### src/rtl/ext_arbiter_if.sv
// Request/grant and result handshake between two extension requesters, the arbiter and its consumer.
interface ext_arbiter_if;
    logic        i_req0;
    logic [15:0] i_data0;
    logic [1:0]  i_mode0;
    logic        o_gnt0;
    logic        i_req1;
    logic [15:0] i_data1;
    logic [1:0]  i_mode1;
    logic        o_gnt1;
    logic        o_valid;
    logic [31:0] o_word;
    logic        o_src;
    logic        i_ready;

    modport master (
        output i_req0, i_data0, i_mode0, i_req1, i_data1, i_mode1, i_ready,
        input  o_gnt0, o_gnt1, o_valid, o_word, o_src
    );

    modport slave (
        input  i_req0, i_data0, i_mode0, i_req1, i_data1, i_mode1, i_ready,
        output o_gnt0, o_gnt1, o_valid, o_word, o_src
    );
endinterface

### src/rtl/ext_arbiter.sv
// Two-requester arbiter feeding one shared sign/zero-extender; grant is combinational, result registered one cycle later.
// Backpressure: a held result with i_ready low blocks all grants; consume and refill can happen in the same cycle.
module ext_arbiter #(
    parameter bit FIXED_PRI = 1'b0
) (
    input  logic          clk,
    input  logic          reset,
    ext_arbiter_if.slave  bus
);
    logic        valid_q, valid_d;
    logic [31:0] word_q,  word_d;
    logic        src_q,   src_d;
    logic        ptr_q,   ptr_d;

    logic        can_accept;
    logic        win;
    logic        any_gnt;
    logic        gnt0, gnt1;
    logic [15:0] sel_data;
    logic [1:0]  sel_mode;
    logic [31:0] ext_word;

    // win only matters when some grant issues; a lone request wins outright
    always_comb begin
        can_accept = !valid_q || bus.i_ready;
        win        = 1'b0;
        if (bus.i_req0 && bus.i_req1) begin
            win = FIXED_PRI ? 1'b1 : ptr_q;
        end else begin
            win = bus.i_req1;
        end
        any_gnt = (bus.i_req0 || bus.i_req1) && can_accept && !reset;
        gnt0    = any_gnt && !win;
        gnt1    = any_gnt && win;
    end

    always_comb begin
        sel_data = win ? bus.i_data1 : bus.i_data0;
        sel_mode = win ? bus.i_mode1 : bus.i_mode0;
        ext_word = 32'h0;
        case (sel_mode)
            2'b00:   ext_word = {{16{sel_data[15]}}, sel_data};
            2'b01:   ext_word = {16'h0, sel_data};
            2'b10:   ext_word = {{24{sel_data[7]}}, sel_data[7:0]};
            default: ext_word = {24'h0, sel_data[7:0]};
        endcase
    end

    always_comb begin
        valid_d = valid_q;
        word_d  = word_q;
        src_d   = src_q;
        ptr_d   = ptr_q;
        if (any_gnt) begin
            valid_d = 1'b1;
            word_d  = ext_word;
            src_d   = win;
            ptr_d   = !win;
        end else if (bus.i_ready) begin
            valid_d = 1'b0;
        end
    end

    always_ff @(posedge clk) begin
        if (reset) begin
            valid_q <= 1'b0;
            word_q  <= 32'h0;
            src_q   <= 1'b0;
            ptr_q   <= 1'b0;
        end else begin
            valid_q <= valid_d;
            word_q  <= word_d;
            src_q   <= src_d;
            ptr_q   <= ptr_d;
        end
    end

    assign bus.o_gnt0  = gnt0;
    assign bus.o_gnt1  = gnt1;
    assign bus.o_valid = valid_q;
    assign bus.o_word  = word_q;
    assign bus.o_src   = src_q;
endmodule

### src/flat_wrapper.sv
// flat-port wrapper written by rule: the top's interface ports become plain ports
module ext_arbiter_flat 
#(
    parameter bit FIXED_PRI = 1'b0
)
  (clk, reset, bus_i_req0, bus_i_data0, bus_i_mode0, bus_i_req1, bus_i_data1, bus_i_mode1, bus_i_ready, bus_o_gnt0, bus_o_gnt1, bus_o_valid, bus_o_word, bus_o_src);
  ext_arbiter_if bus_i ();
  input  logic clk;
  input  logic reset;
  input wire logic [$bits(bus_i.i_req0)-1:0] bus_i_req0;
  input wire logic [$bits(bus_i.i_data0)-1:0] bus_i_data0;
  input wire logic [$bits(bus_i.i_mode0)-1:0] bus_i_mode0;
  input wire logic [$bits(bus_i.i_req1)-1:0] bus_i_req1;
  input wire logic [$bits(bus_i.i_data1)-1:0] bus_i_data1;
  input wire logic [$bits(bus_i.i_mode1)-1:0] bus_i_mode1;
  input wire logic [$bits(bus_i.i_ready)-1:0] bus_i_ready;
  output wire logic [$bits(bus_i.o_gnt0)-1:0] bus_o_gnt0;
  output wire logic [$bits(bus_i.o_gnt1)-1:0] bus_o_gnt1;
  output wire logic [$bits(bus_i.o_valid)-1:0] bus_o_valid;
  output wire logic [$bits(bus_i.o_word)-1:0] bus_o_word;
  output wire logic [$bits(bus_i.o_src)-1:0] bus_o_src;
  assign bus_i.i_req0 = bus_i_req0;
  assign bus_i.i_data0 = bus_i_data0;
  assign bus_i.i_mode0 = bus_i_mode0;
  assign bus_i.i_req1 = bus_i_req1;
  assign bus_i.i_data1 = bus_i_data1;
  assign bus_i.i_mode1 = bus_i_mode1;
  assign bus_i.i_ready = bus_i_ready;
  assign bus_o_gnt0 = bus_i.o_gnt0;
  assign bus_o_gnt1 = bus_i.o_gnt1;
  assign bus_o_valid = bus_i.o_valid;
  assign bus_o_word = bus_i.o_word;
  assign bus_o_src = bus_i.o_src;
  ext_arbiter #(.FIXED_PRI(FIXED_PRI)) u_core (.clk(clk), .reset(reset), .bus(bus_i));
endmodule
### config.mk
export PLATFORM = sky130hd
export DESIGN_NAME = ext_arbiter_flat
export DESIGN_NICKNAME = d
export VERILOG_FILES = /design/src/rtl/ext_arbiter_if.sv /design/src/rtl/ext_arbiter.sv /design/src/flat_wrapper.sv
export SDC_FILE = /design/constraint.sdc
export NUM_CORES = 1
export LEC_CHECK = 0
export ABC_AREA = 0
export BUFFER_PORTS_ARGS = -buffer_cell sky130_fd_sc_hd__buf_2
export CAP_MARGIN = 20
export CORE_AREA = 2 2 56 58
export CTS_CLUSTER_DIAMETER = 30
export CTS_CLUSTER_SIZE = 12
export DETAILED_ROUTE_END_ITERATION = 7
export DIE_AREA = 0 0 58 60
export GPL_TIMING_DRIVEN = 0
export HOLD_SLACK_MARGIN = 0.12
export PLACE_DENSITY = 0.86
export SKIP_LAST_GASP = 1
export SLEW_MARGIN = 15
export SYNTH_ARGS = -nofsm -noshare
export SYNTH_HDL_FRONTEND = slang
export SYNTH_SLANG_ARGS = --single-unit
### constraint.sdc
create_clock -name clk -period 2.4 [get_ports clk]
set_input_delay 0.12 -clock clk [delete_from_list [all_inputs] [get_ports clk]]
set_output_delay 0.12 -clock clk [all_outputs]
set_load 0.02 [all_outputs]
=== Word-level counts from Yosys, hierarchy flattened ===
Cells that the tools add are included.

* Register bits after elaboration: 35
* Memories: 0
* Latch bits: 0
* Output and inout bits: 36
* Bits in read-only memories: 0
* Input bits: 41
* RAM bits: 0

* Div/mod/pow operators: 0
* Shifts and indexed selects: 0
* Reductions and logical operators: 12
* Mux-type cells: 6
* Magnitude comparators: 0
* Bitwise logic cells: 0
* $add $sub $neg: 0
* Equality and inequality tests: 2
* $mul: 0

{| class="wikitable"
|+ Operator list
! kind !! count
|-
| $pmux 32 s3 || 1
|-
| $mux 16 || 1
|-
| $logic_and 1x1->1 || 5
|-
| $logic_not 1->1 || 3
|-
| $mux 1 || 3
|-
| $eq 2x1->1 const B || 1
|-
| $eq 2x2->1 const B || 1
|-
| $logic_not 2->1 || 1
|-
| $logic_or 1x1->1 || 2
|-
| $mux 2 || 1
|-
| $reduce_bool 2->1 || 1
|}

=== Logic depth before layout (Yosys ltp) ===
* Word-level depth: 5
* Depth in mapped cells: 7

=== Worst setup path after synthesis ===
Ideal clock, no wire load.

* Path type: reg2out
* From: register u_core.valid_q, in the netlist u_core.bus.o_valid
* To: output bus_o_gnt0
* Path buffers: 1
* Required time: 2.280 ns
* Setup slack: 0.942 ns
* Stages on the path, launching flop included: 5
* Arrival: 1.338 ns
* Path through: dfxtp_1 nor2b_1 or3_1 buf_1 nor2_1

* Longest elaborated chain between the ends: 5

{| class="wikitable"
|+ Ends and longest elaborated chain
! element !! RTL line !! source
|-
| start, declared || ext_arbiter.sv:10 || <nowiki>logic valid_q, valid_d;</nowiki>
|-
| start signal, assigned || ext_arbiter.sv:71 || <nowiki>valid_q <= valid_d;</nowiki>
|-
| $logic_not 1->1 || ext_arbiter.sv:25 || <nowiki>can_accept = !valid_q || bus.i_ready;</nowiki>
|-
| $logic_or 1x1->1 || ext_arbiter.sv:25 ||
|-
| $logic_and 1x1->1 (2 in series) || ext_arbiter.sv:32 || <nowiki>any_gnt = (bus.i_req0 || bus.i_req1) && can_accept && !reset;</nowiki>
|-
| $logic_and 1x1->1 || ext_arbiter.sv:33 || <nowiki>gnt0 = any_gnt && !win;</nowiki>
|-
| end, declared || flat_wrapper.sv:17 || <nowiki>output wire logic [$bits(bus_i.o_gnt0)-1:0] bus_o_gnt0;</nowiki>
|}

Every way passes these cells.

=== Worst setup path in the final report ===
* From: input bus_i_req0
* To: register u_core.word_q[4], in the netlist u_core.bus.o_word[4]

* Longest elaborated chain between the ends: 4
* Elaborated cells on any way between the ends: 7

{| class="wikitable"
|+ Ends and longest elaborated chain
! element !! RTL line !! source
|-
| start, declared || flat_wrapper.sv:10 || <nowiki>input wire logic [$bits(bus_i.i_req0)-1:0] bus_i_req0;</nowiki>
|-
| $logic_and 1x1->1 || ext_arbiter.sv:27 || <nowiki>if (bus.i_req0 && bus.i_req1) begin</nowiki>
|-
| $mux 1 || ext_arbiter.sv:27 ||
|-
| $mux 16 || ext_arbiter.sv:38 || <nowiki>sel_data = win ? bus.i_data1 : bus.i_data0;</nowiki>
|-
| $pmux 32 s3 || ext_arbiter.sv:41 || <nowiki>case (sel_mode)</nowiki>
|-
| end signal, assigned || ext_arbiter.sv:72 || <nowiki>word_q <= word_d;</nowiki>
|-
| end, declared || ext_arbiter.sv:11 || <nowiki>logic [31:0] word_q, word_d;</nowiki>
|}

Parallel ways exist; a longest one is shown, timed or not.
A chain may end at the register's enable or synchronous reset.

==> impl_metrics.csv <==
group,metric,value,unit
drt,routedWlPerCell,12.1,um
clock_tree,cts_root_buf,"clkbuf_4",
drt,vias_per_cell,4.91,
synth,synthSimpleGateAreaFrac,27.6,%
global_routing,use_met3,4.55,%
sta,rsz0062_at_grt,"false",
clock_tree,cts_tree,"yes",
floorplanning,coreArea,0.00290,mm2
placed_design,io_buffers,74,
worst_setup_path,critPathLaunchType,"input pin",
global_routing,met1_usage,19.3,%
drt,drt_iter0_markers,36,
min_path,worst_hold_path.num_cells,3,
worst_setup_path,startpoint,"bus_i_req0",
synth,synth_xor_area_share,0,%
synth,ys.flop_type,"dfxtp_1",
synth,synthCells,139,
placed_design,post-place-ws,0.818,ns
job,maxCapViolCount,0,
worst_setup_path,r2r_cells,6,
global_routing,antenna_found_initial,0,
drt,num_vias,1301,
drt,ant_nets,0,
sta,max_freq,463,MHz
sta,finalWorstSetupSlack,0.241,ns
sta,slew_headroom,67.9,%
clock_tree,h-tree-depth,1,
synth,synth_area,0.00112,mm2
clock_tree,clock_path_buffers,2,
clock_tree,numCtsBuffers,3,
worst_setup_path,rrSetupSlack,0.31,ns
global_routing,grt_pass1_vias,1183,
drt,drt-pass1-iter-count,4,
placed_design,gp_congestion,0.757,
clock_tree,hold_buffers,15,
worst_setup_path,path_class,"input pin to flop",
worst_setup_path,cp-end-kind,"flop",
worst_setup_path,reg2reg_from,"u_core.ptr_q$_SDFFE_PP0P_",
synth,avgSynthCellArea,8.07,um2
worst_setup_path,critical_path_required,2.65,ns
finish,nets,274,
floorplanning,ios,77,
synth,syn-num-nets,180,
synth,ys_types,28,
synth,yosysSeqAreaShare,35.7,%
global_routing,grt_busiest_layer,"met2",
synth,synth_edf_count,0,
synth,synth-seq-cells,20,
floorplanning,die-area,0.00348,mm2
global_routing,met2_usage,34.9,%
worst_setup_path,critPathMaxFanout,10,
synth,synth_fa_ha_area_share,0,%
worst_setup_path,arrival,2.41,ns
synth,synthMuxAreaShare,0.893,%
clock_tree,post_cts_buffers,0,
power,peakVddDrop,0.379,mV
min_path,min_to,"u_core.bus.o_word[9]$_SDFFE_PP0P_",
drt,drc,0,
synth,synth_top_family_by_area,"simple AND/OR/NAND/NOR gates",
status,status,"completed",
sta,post-route-min-period,2.16,ns
floorplanning,initial_core_util,38.6,%
clock_tree,path_clk_slew,0.12,ns
finish,n_antenna_cell,0,
drt,wirelength,3.22,mm
min_path,min_from,"bus_i_data1[9]",
sta,final.setup.tns,0,ns
sta,drv_slew,0,
synth,synth-compound-area-share,19.2,%
sta,fin_crit_sh,89.9,%
finish,syn_to_final_growth,54.8,%
sta,tightest_slew,0.481,ns
floorplanning,die_w,58,um
global_routing,grt_remaining_overflow,0,
global_routing,grt_pass1_wl,4.85,mm
synth,synth_warnings,0,
global_routing,grt_max_degree,18,
power,p_leak,0.904,nW
min_path,min-delay-path-class,"input pin to flop",
clock_tree,post_cts_resized,0,
power,power_density,550,mW/mm2
sta,hold_viol,0,
floorplanning,die_h,60,um
global_routing,grtUsageTotal,18.4,%
clock_tree,clkSinkCount,20,
placed_design,dp_hpwl,2.34,mm
sta,skew,0.00251,ns
sta,setup_viol,0,
worst_setup_path,rr_endpoint,"u_core.bus.o_word[4]$_SDFFE_PP0P_",
finish,final_layout_size_suffix_gt1_share,43.1,%
sta,hold_ws,0.142,ns
synth,async_reset_ff_share,0,%
floorplanning,num_rows,20,
clock_tree,clock_latency,0.30,ns
==> power by group <==
group	leakage (nW)	total (mW)	switching, mW	internal [mW]
combinational	0.711	0.301	0.160	0.141
sequential	0.165	0.380	0.0176	0.362
clock	0.0279	0.275	0.106	0.169
==> layout by cell type (no fill, tap or decap), types with 3 or more instances in the layout <==
| master | synthesis | routed |
|---|---|---|
| buf_2 | 2 | 76 |
| nand2_1 | 21 | 21 |
| dfxtp_1 | 20 | 20 |
| buf_4 | 17 | 17 |
| dlygate4sd3_1 | 0 | 15 |
| nor2_1 | 13 | 13 |
| or3_1 | 13 | 13 |
| a311oi_1 | 7 | 7 |
| a32o_1 | 6 | 6 |
| clkbuf_1 | 5 | 5 |
| a21oi_1 | 5 | 5 |
| inv_1 | 4 | 4 |
| nor2b_1 | 3 | 3 |
| nand3b_1 | 3 | 3 |
| clkbuf_4 | 0 | 3 |
==> metal layers <==
metal	routed length (um)	share of wire, %
met1	1270	39
met2	1630	51
met3	286	8.9
met4	27	0.84
met5	0	0
==> Yosys cell counts, drive strengths merged (2+ instances only) <==
library cell,count,area share (%)
nor2b,3,1.7
dfxtp,20,36
nor3,3,1.8
nand3b,3,2.0
a311oi,7,5.5
inv,4,1.3
clkbuf,5,1.7
o311ai,2,1.6
o2111ai,2,1.6
buf,21,14
or3,13,7.3
o21ai,3,1.3
nand2,21,7.0
a32o,6,5.4
a21oi,5,2.2
nor2,13,4.4
nand2b,3,2.3
==> area by class of cell <==
class	count	area, um2
clock inverters	1	30.0
flip-flops and latches	20	400
inverters	4	15.0
well taps	33	41.3
repair buffers	89	520
multi-input cells	89	534
plain buffers	26	171
clock buffers	3	22.5
fillers	279	1170
==> metrics by stage <==
stage                     util [%]  instance area, um2  power, mW  cells
after detailed placement      52.8                1530      0.664    246
after floorplan                  -                1120      0.565    139
after global placement        52.8                1530      0.659    246
final                         59.8                1740      0.955    265
after CTS                     59.8                1740      0.964    265
after global routing          59.8                1740       1.02    265
==> sequential cells by signal, summed over array words and instances (netlist names) <==
signal	count
u_core.bus.o_src	1
u_core.bus.o_valid	1
u_core.bus.o_word	17
u_core.ptr_q	1
==> worst max-delay path by stage <==
stage	to	slack (ns)	depth (start not counted)
finish	u_core.bus.o_word[4]$_SDFFE_PP0P_	0.24	8
floorplan	bus_o_gnt0	0.94	4
global route	u_core.bus.o_word[6]$_SDFFE_PP0P_	0.07	8
global placement	u_core.bus.o_word[12]$_SDFFE_PP0P_	0.82	5
detailed placement	u_core.bus.o_word[12]$_SDFFE_PP0P_	0.82	5
CTS	u_core.bus.o_word[2]$_SDFFE_PP0P_	0.31	8
==> worst max-delay path, cell delays in order <==
cell and delay (ns):
dlygate4sd3_1 0.52, buf_2 0.14, nand2b_4 0.08, nand2_1 0.15, clkbuf_1 0.41, nand2_1 0.10, a311oi_1 0.29, dlygate4sd3_1 0.59
==> cell families (layout without fill, tap and decap cells) <==
group,after synthesis,after routing
and+or+nand+nor,61,61
muxes,1,1
buffers and inverters,30,123
AOI/OAI and AO/OA,27,27
DFF,20,20
Power figures use the tool's default switching activity.
